--- config.mk ---
export PLATFORM = sky130hd
export DESIGN_NAME = mp_add_seq_flat
export DESIGN_NICKNAME = d
export VERILOG_FILES = /design/src/rtl/mp_add_seq_if.sv /design/src/rtl/mp_add_seq.sv /design/src/flat_wrapper.sv
export SDC_FILE = /design/constraint.sdc
export NUM_CORES = 1
export LEC_CHECK = 0
export CORE_MARGIN = 2
export CORE_UTILIZATION = 35
export DETAILED_ROUTE_END_ITERATION = 10
export PLACE_DENSITY = 0.69
export RECOVER_POWER = 100
export SETUP_SLACK_MARGIN = 0.2
export SYNTH_ARGS = -nofsm -noshare
export SYNTH_HDL_FRONTEND = slang
export SYNTH_SLANG_ARGS = --single-unit
--- constraint.sdc ---
create_clock -name clk -period 9.3 [get_ports clk]
set_input_delay 1.395 -clock clk [delete_from_list [all_inputs] [get_ports clk]]
set_output_delay 1.395 -clock clk [all_outputs]
set_load 0.05 [all_outputs]
--- src/rtl/mp_add_seq_if.sv ---
// rtl/mp_add_seq_if.sv - request/result bundle between a controller and mp_add_seq
//
// Signals:
//   start  controller -> sequencer  request, accepted on an edge where ready=1
//   sub    controller -> sequencer  0 = A+B, 1 = A-B (sampled with start)
//   A, B   controller -> sequencer  W-bit operands (sampled with start)
//   ready  sequencer -> controller  idle and able to accept start
//   S      sequencer -> controller  W-bit result, valid from done onward
//   cout   sequencer -> controller  final carry out (sub: 1 = no borrow)
//   done   sequencer -> controller  one-cycle pulse marking S/cout valid
//   ovf    sequencer -> controller  signed overflow (only with MPADD_OVF_EN)
//
// Modports: master = controller side, slave = sequencer side.
// Build option: MPADD_OVF_EN adds the ovf signal.

interface mp_add_seq_if #(
  parameter int NWORDS = 4
);
  localparam int W = 16 * NWORDS;

  logic         start;
  logic         sub;
  logic [W-1:0] A;
  logic [W-1:0] B;
  logic         ready;
  logic [W-1:0] S;
  logic         cout;
  logic         done;
`ifdef MPADD_OVF_EN
  logic         ovf;
`endif

  modport master (
    output start, sub, A, B,
`ifdef MPADD_OVF_EN
    input  ovf,
`endif
    input  ready, S, cout, done
  );

  modport slave (
    input  start, sub, A, B,
`ifdef MPADD_OVF_EN
    output ovf,
`endif
    output ready, S, cout, done
  );

endinterface

--- src/rtl/mp_add_seq.sv ---
// rtl/mp_add_seq.sv - multi-precision add/subtract sequencer over one 16-bit ripple adder
//
// mp_add_seq performs an NWORDS x 16-bit add or subtract, one word per clock,
// least-significant word first, keeping the inter-word carry in a register.
//
// Ports:
//   clk    rising-edge clock
//   rst_n  asynchronous active-low reset
//   bus    mp_add_seq_if.slave (start/sub/A/B in, ready/S/cout/done[/ovf] out)
//
// Parameters:
//   NWORDS  words per operand, 2..8; operand width W = 16*NWORDS
//
// Build option: MPADD_OVF_EN adds the signed overflow output bus.ovf.
//
// rca_16 is the shared 16-bit ripple-carry adder (A, B, cin -> S, cout).

module rca_16 (
  input  logic [15:0] a,
  input  logic [15:0] b,
  input  logic        cin,
  output logic [15:0] s,
  output logic        cout
);
  logic [16:0] c;

  always_comb begin
    c    = '0;
    s    = '0;
    c[0] = cin;
    for (int i = 0; i < 16; i++) begin
      s[i]   = a[i] ^ b[i] ^ c[i];
      c[i+1] = (a[i] & b[i]) | (c[i] & (a[i] ^ b[i]));
    end
    cout = c[16];
  end
endmodule

module mp_add_seq #(
  parameter int NWORDS = 4
) (
  input logic          clk,
  input logic          rst_n,
  mp_add_seq_if.slave  bus
);
  localparam int W  = 16 * NWORDS;
  localparam int IW = $clog2(NWORDS);

  typedef enum logic {IDLE, RUN} state_t;

  state_t        state_q, state_d;
  logic [IW-1:0] idx_q;
  logic          carry_q;
  logic          sub_q;
  logic [W-1:0]  a_q, b_q, s_q;
  logic          cout_q;
  logic          done_q;
`ifdef MPADD_OVF_EN
  logic          ovf_q;
`endif

  logic [15:0]   add_a, add_b, add_s;
  logic          add_cout;
  logic          accept;
  logic          last;

  // Subtraction is A + ~B + 1: B words are inverted and the carry register
  // is seeded with 1 at accept.
  assign add_a = a_q[idx_q*16 +: 16];
  assign add_b = sub_q ? ~b_q[idx_q*16 +: 16] : b_q[idx_q*16 +: 16];

  rca_16 u_rca (
    .a    (add_a),
    .b    (add_b),
    .cin  (carry_q),
    .s    (add_s),
    .cout (add_cout)
  );

  assign last = (idx_q == IW'(NWORDS - 1));

  always_comb begin
    state_d = state_q;
    accept  = 1'b0;
    case (state_q)
      IDLE: begin
        if (bus.start) begin
          accept  = 1'b1;
          state_d = RUN;
        end
      end
      RUN: begin
        if (last) state_d = IDLE;
      end
      default: state_d = IDLE;
    endcase
  end

  always_ff @(posedge clk or negedge rst_n) begin
    if (!rst_n) begin
      state_q <= IDLE;
      idx_q   <= '0;
      carry_q <= 1'b0;
      sub_q   <= 1'b0;
      a_q     <= '0;
      b_q     <= '0;
      s_q     <= '0;
      cout_q  <= 1'b0;
      done_q  <= 1'b0;
`ifdef MPADD_OVF_EN
      ovf_q   <= 1'b0;
`endif
    end else begin
      state_q <= state_d;
      done_q  <= 1'b0;
      if (accept) begin
        a_q     <= bus.A;
        b_q     <= bus.B;
        sub_q   <= bus.sub;
        carry_q <= bus.sub;
        idx_q   <= '0;
      end else if (state_q == RUN) begin
        s_q[idx_q*16 +: 16] <= add_s;
        carry_q             <= add_cout;
        idx_q               <= idx_q + 1'b1;
        if (last) begin
          cout_q <= add_cout;
          done_q <= 1'b1;
          idx_q  <= '0;
`ifdef MPADD_OVF_EN
          // Carry into the top bit is recovered from its sum bit.
          ovf_q  <= (add_a[15] ^ add_b[15] ^ add_s[15]) ^ add_cout;
`endif
        end
      end
    end
  end

  assign bus.ready = (state_q == IDLE);
  assign bus.S     = s_q;
  assign bus.cout  = cout_q;
  assign bus.done  = done_q;
`ifdef MPADD_OVF_EN
  assign bus.ovf   = ovf_q;
`endif

endmodule

--- src/flat_wrapper.sv ---
// flat-port wrapper written by rule: the top's interface ports become plain ports
module mp_add_seq_flat 
#(
  parameter int NWORDS = 4
)
  (clk, rst_n, bus_start, bus_sub, bus_A, bus_B, bus_ready, bus_S, bus_cout, bus_done);
  mp_add_seq_if #(.NWORDS(NWORDS)) bus_i ();
  input logic clk;
  input logic rst_n;
  input wire logic [$bits(bus_i.start)-1:0] bus_start;
  input wire logic [$bits(bus_i.sub)-1:0] bus_sub;
  input wire logic [$bits(bus_i.A)-1:0] bus_A;
  input wire logic [$bits(bus_i.B)-1:0] bus_B;
  output wire logic [$bits(bus_i.ready)-1:0] bus_ready;
  output wire logic [$bits(bus_i.S)-1:0] bus_S;
  output wire logic [$bits(bus_i.cout)-1:0] bus_cout;
  output wire logic [$bits(bus_i.done)-1:0] bus_done;
  assign bus_i.start = bus_start;
  assign bus_i.sub = bus_sub;
  assign bus_i.A = bus_A;
  assign bus_i.B = bus_B;
  assign bus_ready = bus_i.ready;
  assign bus_S = bus_i.S;
  assign bus_cout = bus_i.cout;
  assign bus_done = bus_i.done;
  mp_add_seq #(.NWORDS(NWORDS)) u_core (.clk(clk), .rst_n(rst_n), .bus(bus_i));
endmodule
== Word-level counts from Yosys, hierarchy flattened ==
Index checks and enable logic that the tools add are counted.
Cells by class
  muxes and demuxes: 14
  bitwise gates (word level): 83
  eq/ne operators: 1
  $add $sub $neg: 2
  shift-type cells: 4
  reductions and logical operators: 3
Operators by type and width (number)
  64-bit by 7-bit indexed part select with 16-bit output: 2
  64-bit bitwise mux: 1
  16-bit by 34-bit variable shift with 64-bit output (first input constant): 1
  16-bit by 34-bit indexed part select with 64-bit output: 1
  6-bit negator with 34-bit output: 1
  1-bit AND: 32
  1-bit bitwise XOR: 32
  16-bit two-way mux: 1
  16-bit inverter: 1
  1-bit OR: 16
  1-bit two-way mux: 8
  2-bit two-way mux: 3
  3-bit AND reduction: 1
  2-bit by 1-bit adder with 2-bit output (second input constant): 1
  2-bit equality test (second input constant): 1
  1-bit inverter: 2
  1-bit case mux with 2 select lines: 1
  2-bit AND reduction: 1
  2-bit nonzero test: 1
Storage, ports and cells
  bits of input ports: 132
  word-level logic and storage cells: 116
  output and inout bits: 67
  register bits after elaboration: 199

== Logic depth before layout (Yosys ltp) ==
Gate-level depths: netlist of the first run.
  depth after elaboration: 38
  gate-level depth with buffers: 25
  mapped depth without buffers: 23

== Hierarchy ==
A second synthesis of the first run with hierarchy kept.
Second synthesis, totals
  cell total of the unflattened synthesis: 624
  area total of the unflattened synthesis: 9105.0 sq um
By module, submodules not included
  mp_add_seq: seq. area each 4979.8 sq um, area each 8747.1 sq um, cells each 598, times used 1
  rca_16: seq. area each 0.0 sq um, area each 357.8 sq um, cells each 26, times used 1

== Worst setup path after synthesis of the first run ==
No wires, ideal clock.
  path type: reg-to-reg
  start: reg u_core.idx_q[1]
  end: reg u_core.s_q[47] (netlist: u_core.bus.S[47])
  data required time: 9.199 ns
  slack: 2.418 ns
  path buffers: 3
  stages on the path, launching flop included: 25
  library setup time: 0.101 ns
  arrival: 6.781 ns
  cell sequence: dfrtp_1 -> buf_2 -> buf_2 -> buf_2 -> mux4_2 -> fa_1 -> fa_1 -> fa_1 -> fa_1 -> inv_1 -> fa_1 -> fa_1 -> inv_1 -> fa_1 -> fa_1 -> fa_1 -> fa_1 -> fa_1 -> fa_1 -> inv_1 -> fa_1 -> fa_1 -> fa_1 -> fa_1 -> o32ai_1
Between the ends
  cells in the longest elaborated chain, start to end: 37
  elaborated cells on any way between the ends: 85
  those cells by class: add/sub: 1; shift: 4; mux: 2; bitwise: 78
RTL lines
  start: declaration: line mp_add_seq.sv:52  | logic [IW-1:0] idx_q;
  start signal: assignment: line mp_add_seq.sv:125  | idx_q <= idx_q + 1'b1;
  64-bit by 7-bit indexed part select with 16-bit output: line mp_add_seq.sv:70  | assign add_b = sub_q ? ~b_q[idx_q*16 +: 16] : b_q[idx_q*16 +: 16];
  16-bit inverter: line mp_add_seq.sv:70
  16-bit two-way mux: line mp_add_seq.sv:70
  1-bit bitwise XOR: line mp_add_seq.sv:32, mp_add_seq.sv:33
  1-bit AND: line mp_add_seq.sv:33  | c[i+1] = (a[i] & b[i]) | (c[i] & (a[i] ^ b[i]));
  1-bit OR: line mp_add_seq.sv:33
  1-bit AND: line mp_add_seq.sv:33
  1-bit OR: line mp_add_seq.sv:33
  [... 21 more ...]
  1-bit OR: line mp_add_seq.sv:33
  1-bit AND: line mp_add_seq.sv:33
  1-bit OR: line mp_add_seq.sv:33
  1-bit AND: line mp_add_seq.sv:33
  1-bit OR: line mp_add_seq.sv:33
  1-bit bitwise XOR: line mp_add_seq.sv:32  | s[i] = a[i] ^ b[i] ^ c[i];
  16-bit by 34-bit indexed part select with 64-bit output: line mp_add_seq.sv:123  | s_q[idx_q*16 +: 16] <= add_s;
  64-bit bitwise mux *: line mp_add_seq.sv:123
  end signal: indexed assignment: line mp_add_seq.sv:123
  end: declaration: line mp_add_seq.sv:55  | logic [W-1:0] a_q, b_q, s_q;
Mark *: on every way between the ends. The rest lies on a longest branch, timed or not.
A chain may end at the register's enable or synchronous reset.

== Final worst setup path of the first run ==
  start: in bus_start
  end: reg u_core.a_q[37]
Between the ends
  cells in the longest elaborated chain, start to end: 2
RTL lines
  start: declaration: line flat_wrapper.sv:10  | input wire logic [$bits(bus_i.start)-1:0] bus_start;
  1-bit two-way mux: line mp_add_seq.sv:87  | if (bus.start) begin
  1-bit two-way mux: line mp_add_seq.sv:85  | case (state_q)
  end signal: assignment: line mp_add_seq.sv:117  | a_q <= bus.A;
  end: declaration: line mp_add_seq.sv:55
No other way between the ends.

==> impl_metrics.py, run 1 <==
metrics = {
    "drt": {
        "dr.first_iter.drc_count": 411,
        "drc": 0,
        "wire_per_inst_um": 19.9,
        "first_pass_iters": 4,
        "vias": 5563,
        "ant_nets": 0,
        "routed_wl_mm": 22.4,
        "via_per_inst": 4.94,
    },
    "clocking": {
        "cts_resized": 0,
        "clk_pin_slew_ps": 70,
        "cts.path.max_buffers": 2,
        "cts-buffers-inserted": 17,
        "worstSkewPairLatency_ps": 440,
        "cts_tree": "built",
        "clock-sinks": 199,
        "root_buffer": "clkbuf_16",
        "postCtsSetupRepairBufs": 0,
        "ctsHoldBuffers": 0,
        "htreeDepth": 4,
    },
    "synthesis": {
        "ys_seq_area_share_pct": 55.1,
        "synth_top_area_share_pct": 55.1,
        "synth-seq-cells": 199,
        "syn_area_um2": 9040,
        "synth_area_leaders": "dfrtp_1 (55%), mux2_2 (16%), mux4_2 (7.2%)",
        "yosys_warnings": 0,
        "synth_cell_types": 31,
        "yosysTopAreaCell": "dfrtp_1",
        "syn_area_per_cell_um2": 15.0,
        "syn_nets": 757,
        "synthCells": 603,
    },
    "sta": {
        "fin_worst_skew_ps": 11.8,
        "fmax_ghz": 0.127,
        "worst_pin_slew_ps": 3990,
        "final.min_clock_period_ps": 7850,
        "finalSetupTns_ps": 0,
        "setup_violations": 0,
        "rsz0062_at_grt": "no",
        "maxSlewHeadroom_pct": -166,
        "hold_viol": 0,
        "maxSlewViolCount": 192,
        "period_share_pct": 84.4,
    },
    "critical_path": {
        "cp_max_fo": 63,
        "cp-end-kind": "register",
        "start_kind": "input port",
        "worstSetupPathType": "in2reg",
        "crit_required_ps": 9610,
        "crit_arrival_ps": 8160,
    },
    "grt": {
        "met1_usage_pct": 22.2,
        "busiest_layer": "met2",
        "antenna_found_initial": 2,
        "grt_use_total_pct": 17.0,
        "grt_max_degree": 126,
        "grt_pass1_vias": 5855,
        "use_met2_pct": 28.1,
        "grt-ovfl-total": 0,
        "grt_pass1_wl_mm": 34.1,
        "use_met3_pct": 3.92,
    },
    "die": {
        "die_h_um": 165,
        "io_pins": 199,
        "die_w_um": 165,
        "core-area_um2": 25300,
        "start_util_pct": 35.8,
        "dieArea_um2": 27100,
        "core.rowCount": 58,
    },
    "finish": {
        "layout_common_cells": "dfrtp_1 (197), mux2_2 (129), clkdlybuf4s50_1 (129)",
        "fin_nets": 937,
        "final_common_cell": "dfrtp_1",
        "areaGrowthSynthToFinish_pct": 29.9,
        "multi_input_area_um2": 3440,
        "fillCellCount": 2284,
        "seqCellArea_um2": 4980,
        "n_antenna_cell": 0,
        "drive_gt1_share_pct": 24.7,
    },
    "placed_design": {
        "place.gp.congestion": 0.771,
        "place.port_buffers": 198,
        "hpwlAfterDp_mm": 16.3,
    },
    "outcome": {
        "status": "finished, violations left",
        "violations": "max-capacitance violations, max-slew violations",
    },
    "job": {
        "drv_cap": 3,
    },
    "worst_hold_path": {
        "hold_class": "reg2reg",
    },
}
final cells by class:
class | count | share of cell area (%)
Clock buffer | 18 | 3.65
Tap cell | 330 | 3.51
Timing Repair Buffer | 206 | 17.3
Clock inverter | 14 | 1.41
Multi-Input combinational cell | 282 | 29.3
Sequential cell | 199 | 42.4
Inverter | 77 | 2.46
critical path, cell delays in order:
cell and delay, ps:
dlygate4sd3_1 600, nor2b_1 1080, clkbuf_1 2040, clkbuf_1 2490, mux2_2 490
per-stage QoR:
| step | hold slack (ps) | utilization [%] | area, um^2 | setup WS [ps] | instances |
|---|---|---|---|---|---|
| floorplan | 472 | - | 9040 | 2420 | 603 |
| global placement | 484 | 44.3 | 11200 | 2150 | 1094 |
| detailed placement | 492 | 44.3 | 11200 | 2110 | 1094 |
| CTS | 508 | 46.6 | 11800 | 2060 | 1126 |
| global route | 509 | 46.5 | 11800 | 891 | 1126 |
| finish | 500 | 46.5 | 11800 | 1450 | 1126 |
worst paths after layout:
path                                  start          endpoint  slack, ps  cells after the start
setup / recovery                  bus_start    u_core.a_q[37]       1450                      5
hold / removal             u_core.bus.S[57]  u_core.bus.S[57]        500                      1
setup reg to reg            u_core.idx_q[0]  u_core.bus.S[15]       2090                     22
min in group asynchronous             rst_n  u_core.bus.S[25]       1090                      1
hold reg to reg            u_core.bus.S[57]  u_core.bus.S[57]        500                      1
max in group asynchronous             rst_n   u_core.idx_q[0]       3260                      2
kinds of logic after synthesis:
group,synth area share [%]
flops,55.1
mux,24.5
buf+inv,6.82
compound gates,6.60
fa+ha+maj,4.37
xor+xnor,1.55
simple gates,1.11
layer usage:
layer	part of all wire [%]	vias to the layer above
met1	43	2835
met3	5.7	25
met5	0.12	-
met2	49	185
li1	-	2514
met4	1.9	4
sequential cells by signal, indices dropped and copies added (netlist names):
register,flops
u_core.a_q,64
u_core.b_q,64
u_core.bus.S,64
u_core.idx_q,2
u_core.bus.cout,1
u_core.bus.done,1
u_core.carry_q,1
u_core.state_q,1
u_core.sub_q,1
synthesized netlist by cell type:
cell type,instances
a21o_1,1
a22o_1,1
a32o_1,16
and2_1,4
buf_1,1
buf_12,1
buf_2,13
buf_4,2
buf_6,14
buf_8,1
clkbuf_1,11
clkbuf_2,2
dfrtp_1,199
fa_1,16
ha_1,6
inv_1,77
mux2_2,129
mux2i_1,3
mux4_1,3
mux4_2,29
nand2_1,2
nand2b_1,1
nand3b_1,1
nand4b_2,1
nor2_1,2
nor2b_4,1
nor3b_1,1
nor4bb_1,1
o32ai_1,48
xnor2_1,6
xor2_1,10
Power of run 1 is not shown: default switching activity piles up to over one toggle a cycle in this logic, so the estimate is an artifact.
==> run 2: changes to the inputs <==
- clock period: 9.3 -> 7.75 ns (I/O delays scaled with it)
==> run 2 against run 1 <==
The run still ends with max-capacitance violations, max-slew violations left; final cell count rose by 0.27%; flip-flop and latch count did not move; worst setup slack got worse by 930 ps; utilization barely moved; non-clock buffer count rose by 2; clock-buffer cell count did not move; via count rose by 1.3%; critical path depth rose by 17; wire length fell by 0.78%; die area did not move; global-route usage fell by 0.074 points; sequential share of layout area barely moved; critical endpoint is now u_core.bus.S[31].
==> impl_metrics.py, run 2 (synthesized netlist as in run 1, its figures left out) <==
metrics = {
    "critical_path": {
        "r2r-start": "u_core.idx_q[0]",
        "crit_end": "u_core.bus.S[31]",
        "worstSetupPathType": "reg2reg",
        "r2r_setup_slack_ps": 530,
        "crit_start": "u_core.idx_q[0]",
        "crit_required_ps": 8070,
        "crit_arrival_ps": 7540,
        "start_kind": "register",
        "r2r-end": "u_core.bus.S[31]",
        "cp_max_fo": 6,
        "cp-end-kind": "register",
        "worstRegToRegCells": 22,
    },
    "grt": {
        "antenna_found_initial": 1,
        "grt-ovfl-total": 0,
        "grt_max_degree": 123,
        "grt_use_total_pct": 17.0,
        "grt_pass1_vias": 5855,
        "grt_pass1_wl_mm": 34.1,
    },
    "sta": {
        "worst_pin_slew_ps": 4750,
        "final.min_clock_period_ps": 7220,
        "maxSlewHeadroom_pct": -217,
        "period_share_pct": 93.2,
        "fin_ws_ps": 527,
        "fmax_ghz": 0.138,
        "fin_worst_skew_ps": 16.2,
        "finalSetupTns_ps": 0,
        "hold_viol": 0,
        "rsz0062_at_grt": "no",
        "holdWs_ps": 491,
        "maxSlewViolCount": 242,
        "setup_violations": 0,
    },
    "drt": {
        "drc": 0,
        "wire_per_inst_um": 19.7,
        "ant_nets": 0,
        "first_pass_iters": 4,
        "via_per_inst": 4.99,
        "dr.first_iter.drc_count": 473,
        "vias": 5637,
        "routed_wl_mm": 22.2,
    },
    "finish": {
        "final_common_cell": "dfrtp_1",
        "layout_common_cells": "dfrtp_1 (198), mux2_2 (129), clkdlybuf4s50_1 (129)",
        "areaGrowthSynthToFinish_pct": 30.0,
        "fillCellCount": 2248,
        "fin_nets": 939,
        "drive_gt1_share_pct": 24.7,
    },
    "clocking": {
        "htreeDepth": 4,
        "clock-sinks": 199,
        "cts-buffers-inserted": 17,
        "ctsHoldBuffers": 0,
        "cts.path.max_buffers": 2,
        "cts_tree": "built",
        "postCtsSetupRepairBufs": 0,
        "worstSkewPairLatency_ps": 440,
        "root_buffer": "clkbuf_16",
        "cts_resized": 0,
        "clk_pin_slew_ps": 80,
    },
    "outcome": {
        "status": "finished, violations left",
        "violations": "max-capacitance violations, max-slew violations",
    },
    "die": {
        "io_pins": 199,
        "core-area_um2": 25300,
        "die_h_um": 165,
        "start_util_pct": 35.8,
        "dieArea_um2": 27100,
        "die_w_um": 165,
        "core.rowCount": 58,
    },
    "job": {
        "drv_cap": 4,
    },
    "placed_design": {
        "place.gp.congestion": 0.783,
        "place.port_buffers": 198,
        "pre_cts_ws_ps": 637,
        "hpwlAfterDp_mm": 16.3,
    },
    "worst_hold_path": {
        "hold_class": "reg2reg",
        "whs_path_depth": 1,
    },
}
run 2: cell type report:
type | count | area, um^2 | area share, %
antenna | 1 | 2.50 | 0.0213
clock buffer | 18 | 439 | 3.74
clock inverter | 14 | 156 | 1.33
inverter | 77 | 289 | 2.46
multi-input combinational | 282 | 3430 | 29.2
sequential | 199 | 4980 | 42.4
tap | 330 | 413 | 3.51
timing repair buffer | 208 | 2040 | 17.4
run 2: worst min path at each step:
stage | slack (ps) | end | from
floorplan | 470 | u_core.a_q[21] | u_core.a_q[21]
global placement | 470 | u_core.bus.S[55] | u_core.bus.S[55]
detailed placement | 480 | u_core.bus.S[55] | u_core.bus.S[55]
CTS | 500 | u_core.bus.S[55] | u_core.bus.S[55]
global route | 500 | u_core.bus.S[55] | u_core.bus.S[55]
finish | 490 | u_core.bus.S[55] | u_core.bus.S[55]
run 2: routing by layer:
| layer | track usage, % | vias up | routed length (um) |
|---|---|---|---|
| li1 | - | 2528 | - |
| met1 | 22.5 | 2931 | 9490 |
| met2 | 27.4 | 165 | 11000 |
| met3 | 4.52 | 13 | 1500 |
| met4 | 5.10 | 0 | 269 |
| met5 | 0 | - | 0 |
run 2: critical path, cell delays in order, from the launching register on:
cell,delay (ps)
dfrtp_1,530
mux4_2,570
xor2_1,180
fa_1,400
fa_1,390
fa_1,420
fa_1,370
inv_1,80
fa_1,180
fa_1,170
inv_1,50
fa_1,380
fa_1,390
fa_1,420
fa_1,410
fa_1,400
fa_1,360
inv_1,80
fa_1,180
fa_1,190
fa_1,200
fa_1,480
o32ai_1,290
run 2: through the flow:
stage	std cells	util, %	instance area (um^2)
3_3_place_gp	1096	44.4	11200
5_1_grt	1129	46.6	11800
4_1_cts	1128	46.7	11800
3_5_place_dp	1096	44.4	11200
6_report	1129	46.6	11800
2_1_floorplan	603	-	9040
Power of run 2 is left out for the same reason.
